--- config.mk ---
export PLATFORM = sky130hd
export DESIGN_NAME = intr_ack_control_8259a
export DESIGN_NICKNAME = d
export VERILOG_FILES = /design/src/rtl/intr_ack_control_8259a_pkg.sv /design/src/rtl/intr_ack_control_8259a_irr.sv /design/src/rtl/intr_ack_control_8259a.sv
export SDC_FILE = /design/constraint.sdc
export NUM_CORES = 1
export LEC_CHECK = 0
export CAP_MARGIN = 20
export CORE_MARGIN = 4
export CORE_UTILIZATION = 50
export CTS_BUF_LIST = sky130_fd_sc_hd__clkbuf_16
export CTS_CLUSTER_SIZE = 20
export DETAILED_ROUTE_END_ITERATION = 8
export GPL_TIMING_DRIVEN = 0
export PLACE_DENSITY = 0.86
export SYNTH_ARGS = -nofsm -noshare
export SYNTH_HDL_FRONTEND = slang
export SYNTH_SLANG_ARGS = --single-unit
--- constraint.sdc ---
create_clock -name clock -period 7.2 [get_ports clock]
set_input_delay 1.44 -clock clock [delete_from_list [all_inputs] [get_ports clock]]
set_output_delay 1.44 -clock clock [all_outputs]
set_load 0.01 [all_outputs]
--- src/rtl/intr_ack_control_8259a_pkg.sv ---
// Shared definitions for the 8259A interrupt acknowledge path.
// Contents: the acknowledge FSM state encoding, the level code reported for a
// spurious acknowledge, the priority rotation helpers, the lowest-bit priority
// resolver and a one-hot to binary encoder.
// Rotation encoding: a rotate value R names the bottom-priority IR, so IR(R+1)
// is the top priority. R=7 gives the fixed order IR0 (highest) .. IR7 (lowest).
package intr_ack_control_8259a_pkg;

    typedef enum logic [1:0] {
        IDLE  = 2'd0,
        ACK1  = 2'd1,
        WAIT2 = 2'd2,
        ACK2  = 2'd3
    } ack_state_t;

    localparam logic [2:0] SPURIOUS_LEVEL = 3'd7;

    // Rotate right by (rotate + 1) so the top-priority IR lands in bit 0.
    function automatic logic [7:0] rotate_right(input logic [7:0] source, input logic [2:0] rotate);
        logic [15:0] doubled;
        logic [3:0]  amount;
        amount  = {1'b0, rotate} + 4'd1;
        doubled = {source, source} >> amount;
        return doubled[7:0];
    endfunction

    // Inverse of rotate_right.
    function automatic logic [7:0] rotate_left(input logic [7:0] source, input logic [2:0] rotate);
        logic [15:0] doubled;
        logic [3:0]  amount;
        amount  = {1'b0, rotate} + 4'd1;
        doubled = {source, source} << amount;
        return doubled[15:8];
    endfunction

    // Keep only the lowest set bit (highest priority in rotated space).
    function automatic logic [7:0] resolv_priority(input logic [7:0] source);
        return source & (~source + 8'd1);
    endfunction

    function automatic logic [2:0] encode_onehot(input logic [7:0] onehot);
        logic [2:0] code;
        code = 3'd0;
        for (int i = 0; i < 8; i++) begin
            if (onehot[i]) begin
                code = 3'(i);
            end else begin
                code = code;
            end
        end
        return code;
    endfunction

endpackage

--- src/rtl/intr_ack_control_8259a_irr.sv ---
// irr_8259a: interrupt request register.
// Ports: clock/reset_n (async active-low), interrupt_request_pin (IR0..IR7),
// level_or_edge_triggered (1 = level), clear_request (one-hot acknowledged
// level, valid on the clock latch_in_service is registered),
// interrupt_request_register (IRR).
// A set on the same clock as the acknowledge clear takes precedence.
module irr_8259a (
    input  logic       clock,
    input  logic       reset_n,
    input  logic [7:0] interrupt_request_pin,
    input  logic       level_or_edge_triggered,
    input  logic [7:0] clear_request,
    output logic [7:0] interrupt_request_register
);

    logic [7:0] pin_prev_r;
    logic [7:0] irr_r;
    logic [7:0] irr_next_s;

    // Next IRR: level mode follows the pins, edge mode latches rising edges.
    always_comb begin
        irr_next_s = irr_r;
        if (level_or_edge_triggered) begin
            irr_next_s = interrupt_request_pin;
        end else begin
            irr_next_s = (irr_r & ~clear_request) | (interrupt_request_pin & ~pin_prev_r);
        end
    end

    // IRR and previous pin sample registers.
    always_ff @(posedge clock or negedge reset_n) begin
        if (!reset_n) begin
            pin_prev_r <= 8'h00;
            irr_r      <= 8'h00;
        end else begin
            pin_prev_r <= interrupt_request_pin;
            irr_r      <= irr_next_s;
        end
    end

    assign interrupt_request_register = irr_r;

endmodule

--- src/rtl/intr_ack_control_8259a.sv ---
// intr_ack_control_8259a: IRR, priority resolver and two-pulse INTA sequence.
// Inputs: IR pins, trigger mode, mask, rotation, in-service one-hot, AEOI
// select, vector base, inta_n. Outputs (all registered): INT, latch_in_service
// strobe with the acknowledged one-hot, AEOI end_of_interrupt, vector byte with
// its enable, and the IRR for status reads.
// Build option: define INTR_ACK_AUTO_EOI_EN to enable automatic EOI; otherwise
// end_of_interrupt is always 0 and auto_eoi_config is ignored.
// ACK_TIMEOUT_CYCLES: WAIT2 clocks before abandoning the sequence (0 = never).
module intr_ack_control_8259a
    import intr_ack_control_8259a_pkg::*;
#(
    parameter int ACK_TIMEOUT_CYCLES = 255,
    parameter int TIMEOUT_W          = 8
) (
    input  logic       clock,
    input  logic       reset_n,
    input  logic [7:0] interrupt_request_pin,
    input  logic       level_or_edge_triggered,
    input  logic [7:0] interrupt_mask,
    input  logic [2:0] priority_rotate,
    input  logic [7:0] highest_level_in_service,
    input  logic       auto_eoi_config,
    input  logic [4:0] vector_base,
    input  logic       inta_n,
    output logic       interrupt_to_cpu,
    output logic       latch_in_service,
    output logic [7:0] interrupt,
    output logic [7:0] end_of_interrupt,
    output logic [7:0] out_data,
    output logic       out_data_enable,
    output logic [7:0] interrupt_request_register
);

    localparam logic [TIMEOUT_W-1:0] TIMEOUT_LAST = TIMEOUT_W'(ACK_TIMEOUT_CYCLES - 1);

    ack_state_t           state_r, state_n;
    logic                 inta_prev_r;
    logic                 int_r, int_n;
    logic                 latch_r, latch_n;
    logic [7:0]           interrupt_r, interrupt_n;
    logic [7:0]           eoi_r, eoi_n;
    logic [7:0]           out_data_r, out_data_n;
    logic                 oe_r, oe_n;
    logic [2:0]           level_r, level_n;
    logic [7:0]           stored_r, stored_n;
    logic                 spurious_r, spurious_n;
    logic [TIMEOUT_W-1:0] count_r, count_n;

    logic [7:0] irr_s;
    logic [7:0] ack_clear_s;
    logic [7:0] winner_rot_s;
    logic [7:0] isr_rot_s;
    logic [7:0] resolved_s;
    logic       valid_s;
    logic       falling_s;

    irr_8259a u_irr (
        .clock                      (clock),
        .reset_n                    (reset_n),
        .interrupt_request_pin      (interrupt_request_pin),
        .level_or_edge_triggered    (level_or_edge_triggered),
        .clear_request              (ack_clear_s),
        .interrupt_request_register (irr_s)
    );

    // Priority resolution: a one-hot lower in rotated space is higher priority,
    // so a plain numeric compare of the rotated one-hots decides "strictly higher".
    always_comb begin
        winner_rot_s = resolv_priority(rotate_right(irr_s & ~interrupt_mask, priority_rotate));
        isr_rot_s    = resolv_priority(rotate_right(highest_level_in_service, priority_rotate));
        resolved_s   = rotate_left(winner_rot_s, priority_rotate);
        valid_s      = (winner_rot_s != 8'h00) && ((isr_rot_s == 8'h00) || (winner_rot_s < isr_rot_s));
        falling_s    = inta_prev_r & ~inta_n;
    end

    // Acknowledge FSM next state and next register values.
    always_comb begin
        state_n     = state_r;
        int_n       = int_r;
        latch_n     = 1'b0;
        interrupt_n = 8'h00;
        eoi_n       = 8'h00;
        out_data_n  = out_data_r;
        oe_n        = oe_r;
        level_n     = level_r;
        stored_n    = stored_r;
        spurious_n  = spurious_r;
        count_n     = {TIMEOUT_W{1'b0}};
        ack_clear_s = 8'h00;
        case (state_r)
            IDLE: begin
                if (falling_s) begin
                    state_n = ACK1;
                    if (valid_s) begin
                        latch_n     = 1'b1;
                        interrupt_n = resolved_s;
                        ack_clear_s = resolved_s;
                        level_n     = encode_onehot(resolved_s);
                        stored_n    = resolved_s;
                        spurious_n  = 1'b0;
                    end else begin
                        level_n    = SPURIOUS_LEVEL;
                        stored_n   = 8'h00;
                        spurious_n = 1'b1;
                    end
                end else begin
                    int_n = valid_s;
                end
            end
            ACK1: begin
                if (inta_n) begin
                    state_n = WAIT2;
                end else begin
                    state_n = ACK1;
                end
            end
            WAIT2: begin
                if (falling_s) begin
                    state_n    = ACK2;
                    int_n      = 1'b0;
                    out_data_n = {vector_base, level_r};
                    oe_n       = 1'b1;
                end else if ((ACK_TIMEOUT_CYCLES != 0) && (count_r == TIMEOUT_LAST)) begin
                    // Abandon: no vector, no EOI; the in-service bit is left set.
                    state_n = IDLE;
                    int_n   = 1'b0;
                end else begin
                    count_n = count_r + {{(TIMEOUT_W-1){1'b0}}, 1'b1};
                end
            end
            ACK2: begin
                int_n = 1'b0;
                if (inta_n) begin
                    state_n    = IDLE;
                    oe_n       = 1'b0;
                    out_data_n = 8'h00;
`ifdef INTR_ACK_AUTO_EOI_EN
                    if (auto_eoi_config && !spurious_r) begin
                        eoi_n = stored_r;
                    end else begin
                        eoi_n = 8'h00;
                    end
`endif
                end else begin
                    state_n = ACK2;
                end
            end
            default: begin
                state_n = IDLE;
                int_n   = 1'b0;
                oe_n    = 1'b0;
            end
        endcase
    end

`ifndef INTR_ACK_AUTO_EOI_EN
    logic unused_aeoi_s;
    assign unused_aeoi_s = auto_eoi_config;
`endif

    // State and output registers.
    always_ff @(posedge clock or negedge reset_n) begin
        if (!reset_n) begin
            state_r     <= IDLE;
            inta_prev_r <= 1'b1;
            int_r       <= 1'b0;
            latch_r     <= 1'b0;
            interrupt_r <= 8'h00;
            eoi_r       <= 8'h00;
            out_data_r  <= 8'h00;
            oe_r        <= 1'b0;
            level_r     <= 3'd0;
            stored_r    <= 8'h00;
            spurious_r  <= 1'b0;
            count_r     <= {TIMEOUT_W{1'b0}};
        end else begin
            state_r     <= state_n;
            inta_prev_r <= inta_n;
            int_r       <= int_n;
            latch_r     <= latch_n;
            interrupt_r <= interrupt_n;
            eoi_r       <= eoi_n;
            out_data_r  <= out_data_n;
            oe_r        <= oe_n;
            level_r     <= level_n;
            stored_r    <= stored_n;
            spurious_r  <= spurious_n;
            count_r     <= count_n;
        end
    end

    assign interrupt_to_cpu           = int_r;
    assign latch_in_service           = latch_r;
    assign interrupt                  = interrupt_r;
    assign end_of_interrupt           = eoi_r;
    assign out_data                   = out_data_r;
    assign out_data_enable            = oe_r;
    assign interrupt_request_register = irr_s;

endmodule
==> run metrics, run 1 <==
result of the run complete, no violations; Buffers on Ports 62; vias in the first global route 3699; final hold vios 0; number of standard cells in the layout, taps in and fillers out 623; final layout net count 566; routed via count 3792; die area 9510 um2; distinct cell type count after synthesis 87; cell with the largest stage delay on the worst path or4b_1; power density over the cells 197 nW/um2; TritonCTS clock tree built; cell with the most instances on the worst path a21oi_1; number of enable-type register cells in the synthesized netlist 0; Core Footprint 7770 um2; DRC Markers 0; Worst Path Class, Setup input port to flip-flop; IR drop worst, VDD 0.138 mV; clock period minus final worst setup slack 5.60 ns; delay-heaviest family, CP compound AO/OA/AOI/OAI gates; worst stage delay on the critical path 0.56 ns; standby leakage power 2.11 nW; routed length per instance 18.2 um; CTS Hold Bufs 0; H-Tree Level Count 2; number of max-cap violations 0; share of cells above drive strength 1 14.2%; cell chain of the critical path clkdlybuf4s50_1 > buf_4 > buf_6 > nand2_1 > o22ai_1 > nor3_1 > a22o_1 > buf_2 > nand3_1 > a21oi_1 > ha_1 > a21oi_1 > mux2i_1 > o21ai_0 > o31a_2 > o21ai_1 > or4b_1 > o32a_1; cell count after placement 615; RSZ-0062 raised after global routing no; Worst setup SP type input port; final setup vio count 0; number of antenna-violating nets in the routed design 0; initial antenna violation count 0; main combinational cell family by area after synthesis compound AO/OA/AOI/OAI gates; n_diodes 0; clock latency on the worst-skew pair 0.29 ns; CP Buf/Inv Count 4; Final HPWL DP 8900 um; Post-CTS Setup Bufs 0; critical path capture point type flip-flop; total CTS buffers 5; vias per inst 6.09; sequential area share after synthesis 30.6%; share of synthesized registers carrying an async set or reset 100%; worst hold path type flip-flop to flip-flop; Layout fillers 657; max-slew violation total from the final report 0; count of TritonRoute iterations in the first routing pass 7; global router's overall resource usage 23.3%; sinks on the clock net 49; wire length of the first global-routing pass 18400 um; data required time of the critical path 7.37 ns; number of placed I/O pins 72; die height 97.5 um; DRT Wirelength 11300 um; Synth Area in Compound Gates 22.8%; DRC violation total after the first TritonRoute iteration 290; cts repair resizes 0; routability cong. 0.939; gate count after technology mapping 443; Rel. slew slack 52.7%; highest attainable clock frequency 179 MHz; buffers from clock root to sink, at most 2; Slew @ Worst Pin 0.700 ns; adder-cell share of the synthesized area 2.81%; fin crit share 77.8%; die extent in x 97.5 um; pin count of the biggest net entering global routing 37; commonest non-fill, non-tap cell in the layout clkdlybuf4s50_1; post-synthesis sequential element count 49; starting utilization of the core area 51.6%; Worst Skew 0.00474 ns; Worst Path Arrival 5.77 ns; area of the mapped netlist 4010 um2; Synth-to-Final Area Change 23.2%; Syn Area/Cell 9.04 um2; leading cell types in the layout, fill and taps excluded 61 x clkdlybuf4s50_1, 52 x nand2_1, 48 x dfrtp_1, 32 x nor2_1, 24 x mux2i_1; maximum fanout along the worst path 10; GRT overflow 0; dominant synthesized flop cell dfrtp_1; post-synthesis xor/xnor area fraction 1.31%; number of cell rows 32; area after detailed placement 4800 um2; final cell area excluding filler cells 4940 um2; root cell of the clock tree clkbuf_16; simple-gate share of the synthesized area 22.7%; clock slew seen by the registers of the worst setup and hold paths 0.06 ns; fraction of synthesized area in multiplexers 12.5%; setup TNS after final layout 0 ns; Yosys warning total 0
## sequential cells by signal, indices dropped and copies added, names as in the netlist
register,flops
u_irr.pin_prev_r,8
u_irr.interrupt_request_register,8
interrupt,8
count_r,8
interrupt_to_cpu,1
level_r,3
state_r,2
inta_prev_r,1
latch_in_service,1
out_data,8
out_data_enable,1
## power by group
group	internal [mW]	leakage [nW]	switching, mW
Combinational	0.188	1.43	0.200
Clock	0.126	0.0724	0.0966
Sequential	0.323	0.606	0.0382
## final timing paths
kind                                                     start          end  slack [ns]  depth (start not counted)
min reg2reg                                         count_r[0]   count_r[0]        0.50                          1
max reg2reg                u_irr.interrupt_request_register[4]   level_r[2]        2.94                         15
min in group asynchronous                              reset_n  out_data[3]        1.05                          1
max in group asynchronous                              reset_n  inta_prev_r        5.59                          2
max                                         priority_rotate[0]   level_r[2]        1.60                         18
min                                                 count_r[0]   count_r[0]        0.50                          1
## kinds of logic (layout without fill, tap and decap cells)
group / count (synthesis) / after routing
AOI/OAI and AO/OA: 123 / 123
xor gates and xnor gates: 6 / 6
adders and majority gates: 9 / 9
buffers and inverters: 52 / 123
DFF: 49 / 49
muxes: 38 / 38
other: 1 / 8
and+or+nand+nor: 165 / 165
## cell usage after synthesis, types with 4 or more instances
master / number / area share (%)
a211oi_1: 5 / 0.94
a21oi_1: 15 / 1.9
a22oi_1: 10 / 1.9
a31oi_1: 4 / 0.62
and3_1: 5 / 0.78
buf_2: 7 / 0.87
buf_4: 10 / 1.9
clkbuf_1: 8 / 0.75
dfrtp_1: 48 / 30
ha_1: 9 / 2.8
inv_1: 16 / 1.5
inv_2: 4 / 0.37
mux2_2: 4 / 1.1
mux2i_1: 24 / 6.0
mux4_2: 8 / 4.5
nand2_1: 52 / 4.9
nand2b_1: 12 / 1.9
nand3_1: 14 / 1.7
nor2_1: 32 / 3.0
nor2b_1: 7 / 1.1
nor3_1: 5 / 0.62
o21a_1: 4 / 0.75
o21ai_0: 21 / 2.6
o21ai_1: 8 / 1.0
o21bai_1: 4 / 0.75
o22ai_1: 6 / 0.94
or3_1: 6 / 0.94
## per-layer routing
metal  vias up  share of wire, %  global-route usage, %
met5         -                 0                      0
met4         0               2.5                   7.35
met3        27               5.5                   2.73
met2       142                51                   41.5
met1      1828                41                   29.4
li1       1795                 -                      -
## final cells by class
| class | instances | area, um2 | share of cell area [%] |
|---|---|---|---|
| Clock buffer | 5 | 125 | 2.53 |
| Clock inverter | 3 | 15.0 | 0.304 |
| Buffer | 30 | 201 | 4.08 |
| Multi-Input combinational cell | 349 | 2520 | 51.1 |
| Timing Repair Buffer | 63 | 636 | 12.9 |
| Inverter | 22 | 82.6 | 1.67 |
| Tap cell | 102 | 128 | 2.59 |
| Sequential cell | 49 | 1230 | 24.9 |
## through the flow
| stage | hold slack, ns | utilization, % | worst slack (ns) | power (mW) |
|---|---|---|---|---|
| after floorplan | 0.454 | - | 2.36 | 0.589 |
| after global placement | 0.468 | 61.5 | 1.43 | 0.733 |
| after detailed placement | 0.493 | 61.7 | 1.36 | 0.749 |
| after CTS | 0.504 | 63.5 | 1.66 | 0.972 |
| after global routing | 0.529 | 63.5 | 1.27 | 1.03 |
| final | 0.497 | 63.5 | 1.60 | 0.971 |
(Power assumes the default switching activity.)
==> inputs of run 2 (changes only) <==
--- a/config.mk
+++ b/config.mk
@@ -7,12 +7,12 @@
 export LEC_CHECK = 0
 export CAP_MARGIN = 20
 export CORE_MARGIN = 4
-export CORE_UTILIZATION = 50
+export CORE_UTILIZATION = 49
 export CTS_BUF_LIST = sky130_fd_sc_hd__clkbuf_16
 export CTS_CLUSTER_SIZE = 20
 export DETAILED_ROUTE_END_ITERATION = 8
 export GPL_TIMING_DRIVEN = 0
-export PLACE_DENSITY = 0.86
+export PLACE_DENSITY = 0.87
 export SYNTH_ARGS = -nofsm -noshare
 export SYNTH_HDL_FRONTEND = slang
 export SYNTH_SLANG_ARGS = --single-unit
==> constraint.sdc (replaced) <==
create_clock -name clock -period 4.51 [get_ports clock]
set_input_delay 0.902 -clock clock [delete_from_list [all_inputs] [get_ports clock]]
set_output_delay 0.902 -clock clock [all_outputs]
set_load 0.01 [all_outputs]
==> run 2 against run 1 <==
  * Via count up 5.3%
  * Final cell count grew 1.4%
  * Sequential share of layout area is 1.1 points lower
  * Critical path type unchanged
  * Sequential power increased by 60%
  * First-iteration DRC count grew 20%
  * Worst hold slack worse by 0.017 ns
  * Register-to-register slack worse by 2.4 ns
  * Clock-buffer cell count did not move
  * Clock power grew 68%
  * Routed wire length rose by 2.5%
==> run metrics, run 2 (synthesized netlist as in run 1, its figures left out) <==
initial antenna violation count 0 (unchanged); fin crit share 95.5%; critical path capture point type flip-flop; IR drop worst, VDD 0.265 mV (+92%); total CTS buffers 5 (unchanged); Worst Path Class, Setup input port to flip-flop; max-slew violation total from the final report 0 (unchanged); pin count of the biggest net entering global routing 37 (unchanged); GRT overflow 0 (unchanged); commonest non-fill, non-tap cell in the layout nand2_1; worst hold path type flip-flop to flip-flop; maximum fanout along the worst path 10 (unchanged); cell with the largest stage delay on the worst path or4b_1; routability cong. 0.912 (-2.9%); share of total power in combinational logic 41.0% (+1.1 points); Worst setup SP type input port; H-Tree Level Count 2 (unchanged); standby leakage power 2.23 nW (+5.9%); setup TNS after final layout 0 ns (unchanged); vias in the first global route 4003 (+8.2%); routed length per instance 18.3 um (+1.0%); DRC Markers 0 (unchanged); Clock power frac 23.2% (+0.2 points); leading cell types in the layout, fill and taps excluded 52 x nand2_1, 50 x clkdlybuf4s50_1, 48 x dfrtp_1, 31 x nor2_1; Final HPWL DP 8640 um (-2.9%); n_diodes 0 (unchanged); number of max-cap violations 0 (unchanged); Worst Skew 0.0105 ns (+0.00573 ns); post-route setup slack 0.204 ns (-1.40 ns); clock latency on the worst-skew pair 0.29 ns (about the same); DRC violation total after the first TritonRoute iteration 349 (+20%); delay-heaviest family, CP compound AO/OA/AOI/OAI gates; CTS Hold Bufs 0 (unchanged); final setup vio count 0 (unchanged); Rel. slew slack 47.6% (-5.0 points); final hold vios 0 (unchanged); Net Sw Frac 35.4% (+0.92 points); root cell of the clock tree clkbuf_16; vias per inst 6.32 (+3.8%); Synth-to-Final Area Change 28.6%; power density over the cells 313 nW/um2 (+59%); clock slew seen by the registers of the worst setup and hold paths 0.07 ns (about the same); TritonCTS clock tree built; die area 9690 um2 (+1.9%); final cell area excluding filler cells 5150 um2 (+4.4%); area after detailed placement 4800 um2 (unchanged); count of TritonRoute iterations in the first routing pass 5 (-2); Worst Path Arrival 4.48 ns (-1.29 ns); cell chain of the critical path clkbuf_2 > buf_8 > buf_8 > buf_12 > mux4_2 > mux2_4 > a211oi_2 > nand3_1 > a21oi_2 > ha_1 > a21oi_2 > mux2i_1 > o21ai_1 > o31a_2 > o21ai_2 > or4b_1 > o32a_1; Layout fillers 630 (-4.1%); share of cells above drive strength 1 20.6% (+6.4 points); CP Buf/Inv Count 4 (unchanged); Final Hold Slack 0.480 ns (-0.0175 ns); highest attainable clock frequency 232 MHz; wire length of the first global-routing pass 18900 um (+2.9%); routed via count 3994 (+5.3%); net switching power figure 0.570 mW (+71%); number of placed I/O pins 72 (unchanged); buffers from clock root to sink, at most 2 (unchanged); starting utilization of the core area 51.1% (-0.53 points); number of cell rows 32 (unchanged); clock period minus final worst setup slack 4.31 ns; result of the run complete, no violations; die extent in x 98.4 um (+0.93%); global router's overall resource usage 23.4% (+0.028 points); sinks on the clock net 49 (unchanged); Core Footprint 7850 um2 (+1.0%); number of antenna-violating nets in the routed design 0 (unchanged); dpl ws -0.916 ns (-2.28 ns); DRT Wirelength 11600 um (+2.5%); Buffers on Ports 62 (unchanged); data required time of the critical path 4.69 ns (-2.68 ns); die height 98.4 um (+0.93%); sequential group share of total power 35.9% (-1.3 points); worst stage delay on the critical path 0.54 ns (-0.02 ns); Slew @ Worst Pin 0.775 ns (+0.0743 ns); final layout net count 575 (+1.6%); total internal power 1.04 mW (+64%)
==> run 2: final timing paths <==
| kind | slack, ns | to | depth (start not counted) | startpoint |
|---|---|---|---|---|
| hold / removal | 0.48 | count_r[0] | 1 | count_r[0] |
| setup / recovery | 0.20 | level_r[2] | 17 | priority_rotate[2] |
| max in group asynchronous | 3.50 | u_irr.interrupt_request_register[7] | 2 | reset_n |
| min in group asynchronous | 0.50 | out_data[6] | 1 | reset_n |
| setup reg to reg | 0.57 | level_r[2] | 15 | u_irr.interrupt_request_register[0] |
| hold reg to reg | 0.48 | count_r[0] | 1 | count_r[0] |
==> run 2: repair_timing <==
action,in CTS,in global routing
pin swaps,9,11
setup endpoints to repair,19,8
setup buffers,5,4
gates resized for setup,24,28
==> run 2: area by class of cell <==
class                   instances  area (um2)  area share [%]
plain buffers                  30         223            4.32
flip-flops and latches         49        1230            23.8
multi-input cells             349        2640            51.3
inverters                      22        82.6            1.60
clock buffers                   5         125            2.43
clock inverters                 3        21.3           0.413
well taps                     102         128            2.48
repair buffers                 72         704            13.7
==> run 2: routing by layer <==
layer	part of all wire (%)	wire [um]	track usage (%)	up-vias
li1	-	-	-	1820
met4	2.4	276	8.09	0
met5	0	0	0	-
met3	6.9	795	4.32	34
met1	41	4720	29.7	1946
met2	50	5800	39.9	194
==> run 2: metrics by stage <==
step                power (mW)  cells  utilization [%]
floorplan                0.940    450                -
global placement          1.17    614             60.9
detailed placement        1.20    615             61.1
CTS                       1.59    628             64.1
global route              1.70    632             65.7
finish                    1.61    632             65.7
==> run 2: power by group through the flow <==
stage	combinational, mW	sequential (mW)	clock, mW
after floorplan	0.347	0.593	0
after global placement	0.588	0.581	0
after detailed placement	0.611	0.585	0
after CTS	0.637	0.577	0.376
after global routing	0.716	0.587	0.398
final	0.661	0.579	0.374
